File: src/rtl/traffic_phase_timer.sv
// Phase timer for the one-way traffic light: divides clk into 1 s ticks, counts each
// phase duration and strobes `advance` in the first cycle of every new phase.
module traffic_phase_timer #(
    parameter int TICKS_PER_SEC = 50000000,
    parameter int RED_SEC       = 30,
    parameter int RED_YEL_SEC   = 3,
    parameter int GREEN_SEC     = 30,
    parameter int YEL_SEC       = 3
) (
    input  logic       clk,
    input  logic       rst,
    input  logic       enable,
    input  logic       hold,
    output logic [2:0] phase,
    output logic       advance,
    output logic       sec_tick,
    output logic [5:0] secs_left
);

    localparam int PW = $clog2(TICKS_PER_SEC);
    localparam logic [PW-1:0] PRESC_LAST = PW'(TICKS_PER_SEC - 1);

    if (TICKS_PER_SEC < 2) begin : g_bad_ticks
        $error("traffic_phase_timer: TICKS_PER_SEC must be >= 2");
    end
    if (RED_SEC < 1 || RED_SEC > 63) begin : g_bad_red
        $error("traffic_phase_timer: RED_SEC must be 1..63");
    end
    if (RED_YEL_SEC < 1 || RED_YEL_SEC > 63) begin : g_bad_red_yel
        $error("traffic_phase_timer: RED_YEL_SEC must be 1..63");
    end
    if (GREEN_SEC < 1 || GREEN_SEC > 63) begin : g_bad_green
        $error("traffic_phase_timer: GREEN_SEC must be 1..63");
    end
    if (YEL_SEC < 1 || YEL_SEC > 63) begin : g_bad_yel
        $error("traffic_phase_timer: YEL_SEC must be 1..63");
    end

    typedef enum logic [2:0] {
        PH_DISABLE    = 3'd0,
        PH_STOP       = 3'd1,
        PH_READY_GO   = 3'd2,
        PH_GO         = 3'd3,
        PH_READY_STOP = 3'd4
    } phase_e;

    phase_e          phase_q;
    phase_e          phase_d;
    logic [PW-1:0]   presc_q;
    logic [5:0]      secs_q;
    logic            adv_q;
    logic            tick_q;
    logic            running;
    logic            wrap;

    function automatic phase_e next_phase(input phase_e p);
        case (p)
            PH_STOP:     next_phase = PH_READY_GO;
            PH_READY_GO: next_phase = PH_GO;
            PH_GO:       next_phase = PH_READY_STOP;
            default:     next_phase = PH_STOP;
        endcase
    endfunction

    function automatic logic [5:0] phase_secs(input phase_e p);
        case (p)
            PH_STOP:       phase_secs = 6'(RED_SEC);
            PH_READY_GO:   phase_secs = 6'(RED_YEL_SEC);
            PH_GO:         phase_secs = 6'(GREEN_SEC);
            PH_READY_STOP: phase_secs = 6'(YEL_SEC);
            default:       phase_secs = 6'd0;
        endcase
    endfunction

    // Only legal running phases count; any other non-DISABLE code falls back to DISABLE.
    assign running = (phase_q == PH_STOP) || (phase_q == PH_READY_GO) ||
                     (phase_q == PH_GO)   || (phase_q == PH_READY_STOP);
    assign wrap    = running && !hold && (presc_q == PRESC_LAST);
    assign phase_d = next_phase(phase_q);

    always_ff @(posedge clk or negedge rst) begin
        if (!rst) begin
            phase_q <= PH_DISABLE;
            presc_q <= '0;
            secs_q  <= 6'd0;
            adv_q   <= 1'b0;
            tick_q  <= 1'b0;
        end else begin
            adv_q  <= 1'b0;
            tick_q <= 1'b0;
            if (phase_q != PH_DISABLE && (!enable || !running)) begin
                phase_q <= PH_DISABLE;
                presc_q <= '0;
                secs_q  <= 6'd0;
                adv_q   <= 1'b1;
            end else if (phase_q == PH_DISABLE && enable) begin
                phase_q <= PH_STOP;
                presc_q <= '0;
                secs_q  <= 6'(RED_SEC);
                adv_q   <= 1'b1;
            end else if (running && !hold) begin
                tick_q <= wrap;
                if (wrap) begin
                    presc_q <= '0;
                    if (secs_q == 6'd1) begin
                        phase_q <= phase_d;
                        secs_q  <= phase_secs(phase_d);
                        adv_q   <= 1'b1;
                    end else begin
                        secs_q <= secs_q - 6'd1;
                    end
                end else begin
                    presc_q <= presc_q + PW'(1);
                end
            end
        end
    end

    assign phase     = phase_q;
    assign advance   = adv_q;
    assign sec_tick  = tick_q;
    assign secs_left = secs_q;

endmodule

File: config.mk
export PLATFORM = sky130hd
export DESIGN_NAME = traffic_phase_timer
export DESIGN_NICKNAME = d
export VERILOG_FILES = /design/src/rtl/traffic_phase_timer.sv
export SDC_FILE = /design/constraint.sdc
export NUM_CORES = 1
export LEC_CHECK = 0
export CORE_UTILIZATION = 53
export DETAILED_ROUTE_END_ITERATION = 16
export PLACE_DENSITY = 0.79
export SYNTH_ARGS = -nofsm -noshare
export SYNTH_HDL_FRONTEND = slang
export SYNTH_SLANG_ARGS = --single-unit
File: constraint.sdc
create_clock -name clk -period 2.3 [get_ports clk]
set_input_delay 0.69 -clock clk [delete_from_list [all_inputs] [get_ports clk]]
set_output_delay 0.69 -clock clk [all_outputs]
set_load 0.1 [all_outputs]
==> summary.md <==
| Metric | Value |
|---|---|
| Status | `finished, final reports clean` |
| Core area | `4000 µm²` |
| Htree depth | `2` |
| Sequential power share | `41.9%` |
| Die Area | `4400 µm²` |
| Sw Pwr | `0.6614 mW` |
| Largest area contributor in the netlist | `dfrtp_1` |
| Max-cap viol count | `0` |
| Synth Area in Compound Gates | `9.469%` |
| Layout Area Growth over Synthesis | `25.61%` |
| Chip Width | `66.33 µm` |
| CP cell instances | `o21a_4, or3_4, or4_4, or4_4, a21oi_2` |
| Endpoints failing hold | `0` |
| Comb pwr share | `31.1%` |
| Slew @ Worst Pin | `0.5797 ns` |
| Total Power | `1.816 mW` |
| F_max | `454.8 MHz` |
| GP Congestion | `0.8181` |
| Clock Sink Count | `37` |
| CP Capture Type | `flop` |
| Crit. Startpoint | `phase[0]$_DFFE_PN0P_` |
| Synth cell types | `46` |
| Most frequent CP cell | `or4_4` |
| DR vias | `1976` |
| WL met2 | `2666 µm` |
| Largest stage delay, worst path | `0.49 ns` |
| Max stage delay cell, worst path | `dfrtp_4` |
| Starting DRC count in detailed routing | `169` |
| Register area | `940.9 µm²` |
| Top FF cell, synth | `dfrtp_1` |
| Internal | `1.154 mW` |
| Final instance area | `2755 µm²` |
| Diode count | `0` |
| Data arrival time of the worst path | `2.42 ns` |
| Worst slew margin | `61.06%` |
| Post-layout min period | `2.199 ns` |
| Post-CTS setup buffer count | `0` |
| PD cells | `659.0 nW/µm²` |
| Syn_nets | `248` |
| Max-slew violations | `0` |
| Post-Route M1 WL | `2301 µm` |
| Pin count of the biggest net entering global routing | `18` |
| Pleak | `1.100 nW` |
| Total gr overflow | `0` |
| Most frequent cells in the layout | `buf_4, nor2_1, dfrtp_1` |
| Nets | `288` |
| Synth top area cells | `dfrtp_1, xnor2_1, nor2_1` |
| Setup slack after layout | `0.1014 ns` |
| Yosys warnings | `0` |
| Total routed wirelength | `5254 µm` |
| Longest Clk Path Bufs | `2` |
| Crit Path Category | `reg2reg` |
| Clk pwr share | `27.0%` |
| Switching Share | `36.43%` |
| DP Wirelength | `3787 µm` |
| CTS tree | `yes` |
| First drt pass iteration count | `5` |
| Fraction of layout instances using a drive strength above 1 | `23.05%` |
| Crit path max fanout | `3` |
| R2R Path Start | `phase[0]$_DFFE_PN0P_` |
| WP data required | `2.52 ns` |
| Simple-gate share of the synthesized area | `32.40%` |
| Average wire per standard cell | `15.83 µm` |
| Residual DRC count | `0` |
| Clock transition at path regs | `0.08 ns` |
| Hold-fix buffers at CTS | `0` |
| Antenna violations before repair | `0` |
| Io pins | `15` |
| Clock Latency Late Sink | `0.29 ns` |
| Top cell type's share of synthesized area | `42.21%` |
| I/O Buffers | `14` |
| Startpoint types | `flop` |
| Mux cell area share after synthesis | `0.9698%` |
| Combinational family with the most area after synthesis | `simple AND/OR/NAND/NOR gates` |
| Ys async rst share | `100.0%` |
| Xor and xnor area share after synthesis | `9.584%` |
| Final Cycle Share | `95.59%` |
| Clk root buf | `clkbuf_8` |
| Starting Density | `54.83%` |
| Uppermost layer routed | `met4` |
| Sequential area share after synthesis | `42.21%` |
| RSZ-0062 raised after global routing | `no` |
| GRT Overall Usage | `26.88%` |
| Num CTS Buffers | `5` |
| VDD IR max | `0.4000 mV` |
| Met3 WL post-DR | `153 µm` |
| Vias in the first global route | `2022` |
| Avg Inst Size Synth | `9.101 µm²` |
| Synth Instances | `241` |
| Num rows | `23` |
| Adder-cell share of the synthesized area | `2.168%` |
| Placed inst area | `2636 µm²` |
| Seq cells post-synth | `37` |
| Multi-input gate area | `1236 µm²` |
| EDFF count, synth | `0` |
| Fillcell total | `324` |
| Antenna-violating nets left | `0` |
| Commonest non-fill, non-tap cell in the layout | `buf_4` |
| Tightest Hold Check Type | `in2async` |
| First-pass GRT wire length | `8907 µm` |
| Post-DR vias/cell | `5.952` |
| Die Y | `66.33 µm` |
| Post-Syn Area | `2193 µm²` |
| Pre-CTS setup slack | `-0.3317 ns` |
| Fin Clk Skew | `0.01118 ns` |
| Final setup fails | `0` |
[metrics by stage]
| stage | std cells | TNS (ns) | hold WS (ns) | utilization [%] |
|---|---|---|---|---|
| 2_1_floorplan | 241 | -0.03836 | 0.3944 | - |
| 5_1_grt | 332 | 0 | 0.2278 | 68.88 |
| 3_5_place_dp | 324 | -7.335 | 0.5124 | 65.91 |
| 3_3_place_gp | 324 | -6.004 | 0.4960 | 65.91 |
| 6_report | 332 | 0 | 0.2229 | 68.88 |
| 4_1_cts | 332 | 0 | 0.2227 | 68.60 |
[registers in the layout, summed over array words and instances (netlist names)]
name / count
advance: 1
phase: 3
presc_q: 26
sec_tick: 1
secs_left: 6
[synthesized netlist by cell type, types with 2 or more instances]
cell type / count
nor2_1: 32
nand3_1: 9
nand2_1: 19
and4_1: 4
nor4b_1: 8
or3_1: 3
a21oi_1: 3
buf_2: 2
xnor2_1: 23
ha_1: 3
clkbuf_1: 4
o31ai_1: 2
nor4bb_1: 2
o21ai_0: 14
nor4_1: 9
dfrtp_1: 37
a32o_1: 3
nand4_1: 7
and2_1: 3
and3_1: 5
nor3_1: 14
o211ai_1: 3
inv_1: 6
nand2b_1: 4
[power groups by stage]
stage	logic, mW	clock network (mW)	registers, mW
6_report	0.565	0.491	0.760
5_1_grt	0.593	0.525	0.766
4_1_cts	0.565	0.505	0.761
3_5_place_dp	0.562	0	0.774
3_3_place_gp	0.556	0	0.768
2_1_floorplan	0.129	0	0.987
[kinds of logic (layout without fill, tap and decap cells)]
group / after synthesis / in the layout
AOI/OAI and AO/OA: 31 / 31
xor gates and xnor gates: 24 / 24
adders and majority gates: 4 / 4
buffers and inverters: 15 / 56
DFF: 37 / 37
muxes: 2 / 2
and+or+nand+nor: 128 / 128
[cell type report]
class,count,share of cell area (%)
multi-input cells,189,44.87
flip-flops and latches,37,34.15
repair buffers,42,14.21
clock buffers,7,3.497
well taps,50,2.271
inverters,6,0.8174
clock inverters,1,0.1817
[path summary, 6_finish.rpt]
path | slack, ns | to | cells after the start
worst max-delay path | 0.10 | secs_left[5]$_DFFE_PN0P_ | 5
worst min-delay path | 0.22 | phase[2]$_DFFE_PN0P_ | 1
worst max register to register | 0.10 | secs_left[5]$_DFFE_PN0P_ | 5
min in group clk | 0.52 | presc_q[0]$_DFFE_PN0P_ | 1
worst min register to register | 0.52 | presc_q[0]$_DFFE_PN0P_ | 1
max in group asynchronous | 1.57 | phase[1]$_DFFE_PN0P_ | 2
[repair_timing]
action | CTS | global route
pin swaps | 1 | 1
hold endpoints to repair | 0 | 0
resized for setup | 3 | 3
endpoints found under the setup margin | 1 | 17
[layer usage]
layer	vias to the layer above	track usage [%]
li1	952	-
met1	957	32.00
met2	52	46.94
met3	15	4.483
met4	0	12.23
met5	-	0
[critical path: cells and delay by family, from the launching register on]
| kind | cells | cell delay, ns |
|---|---|---|
| compound gates | 2 | 0.37 |
| simple gates | 3 | 1.27 |
| flops | 1 | 0.49 |
Note: power is estimated with default switching activity, not from simulation.
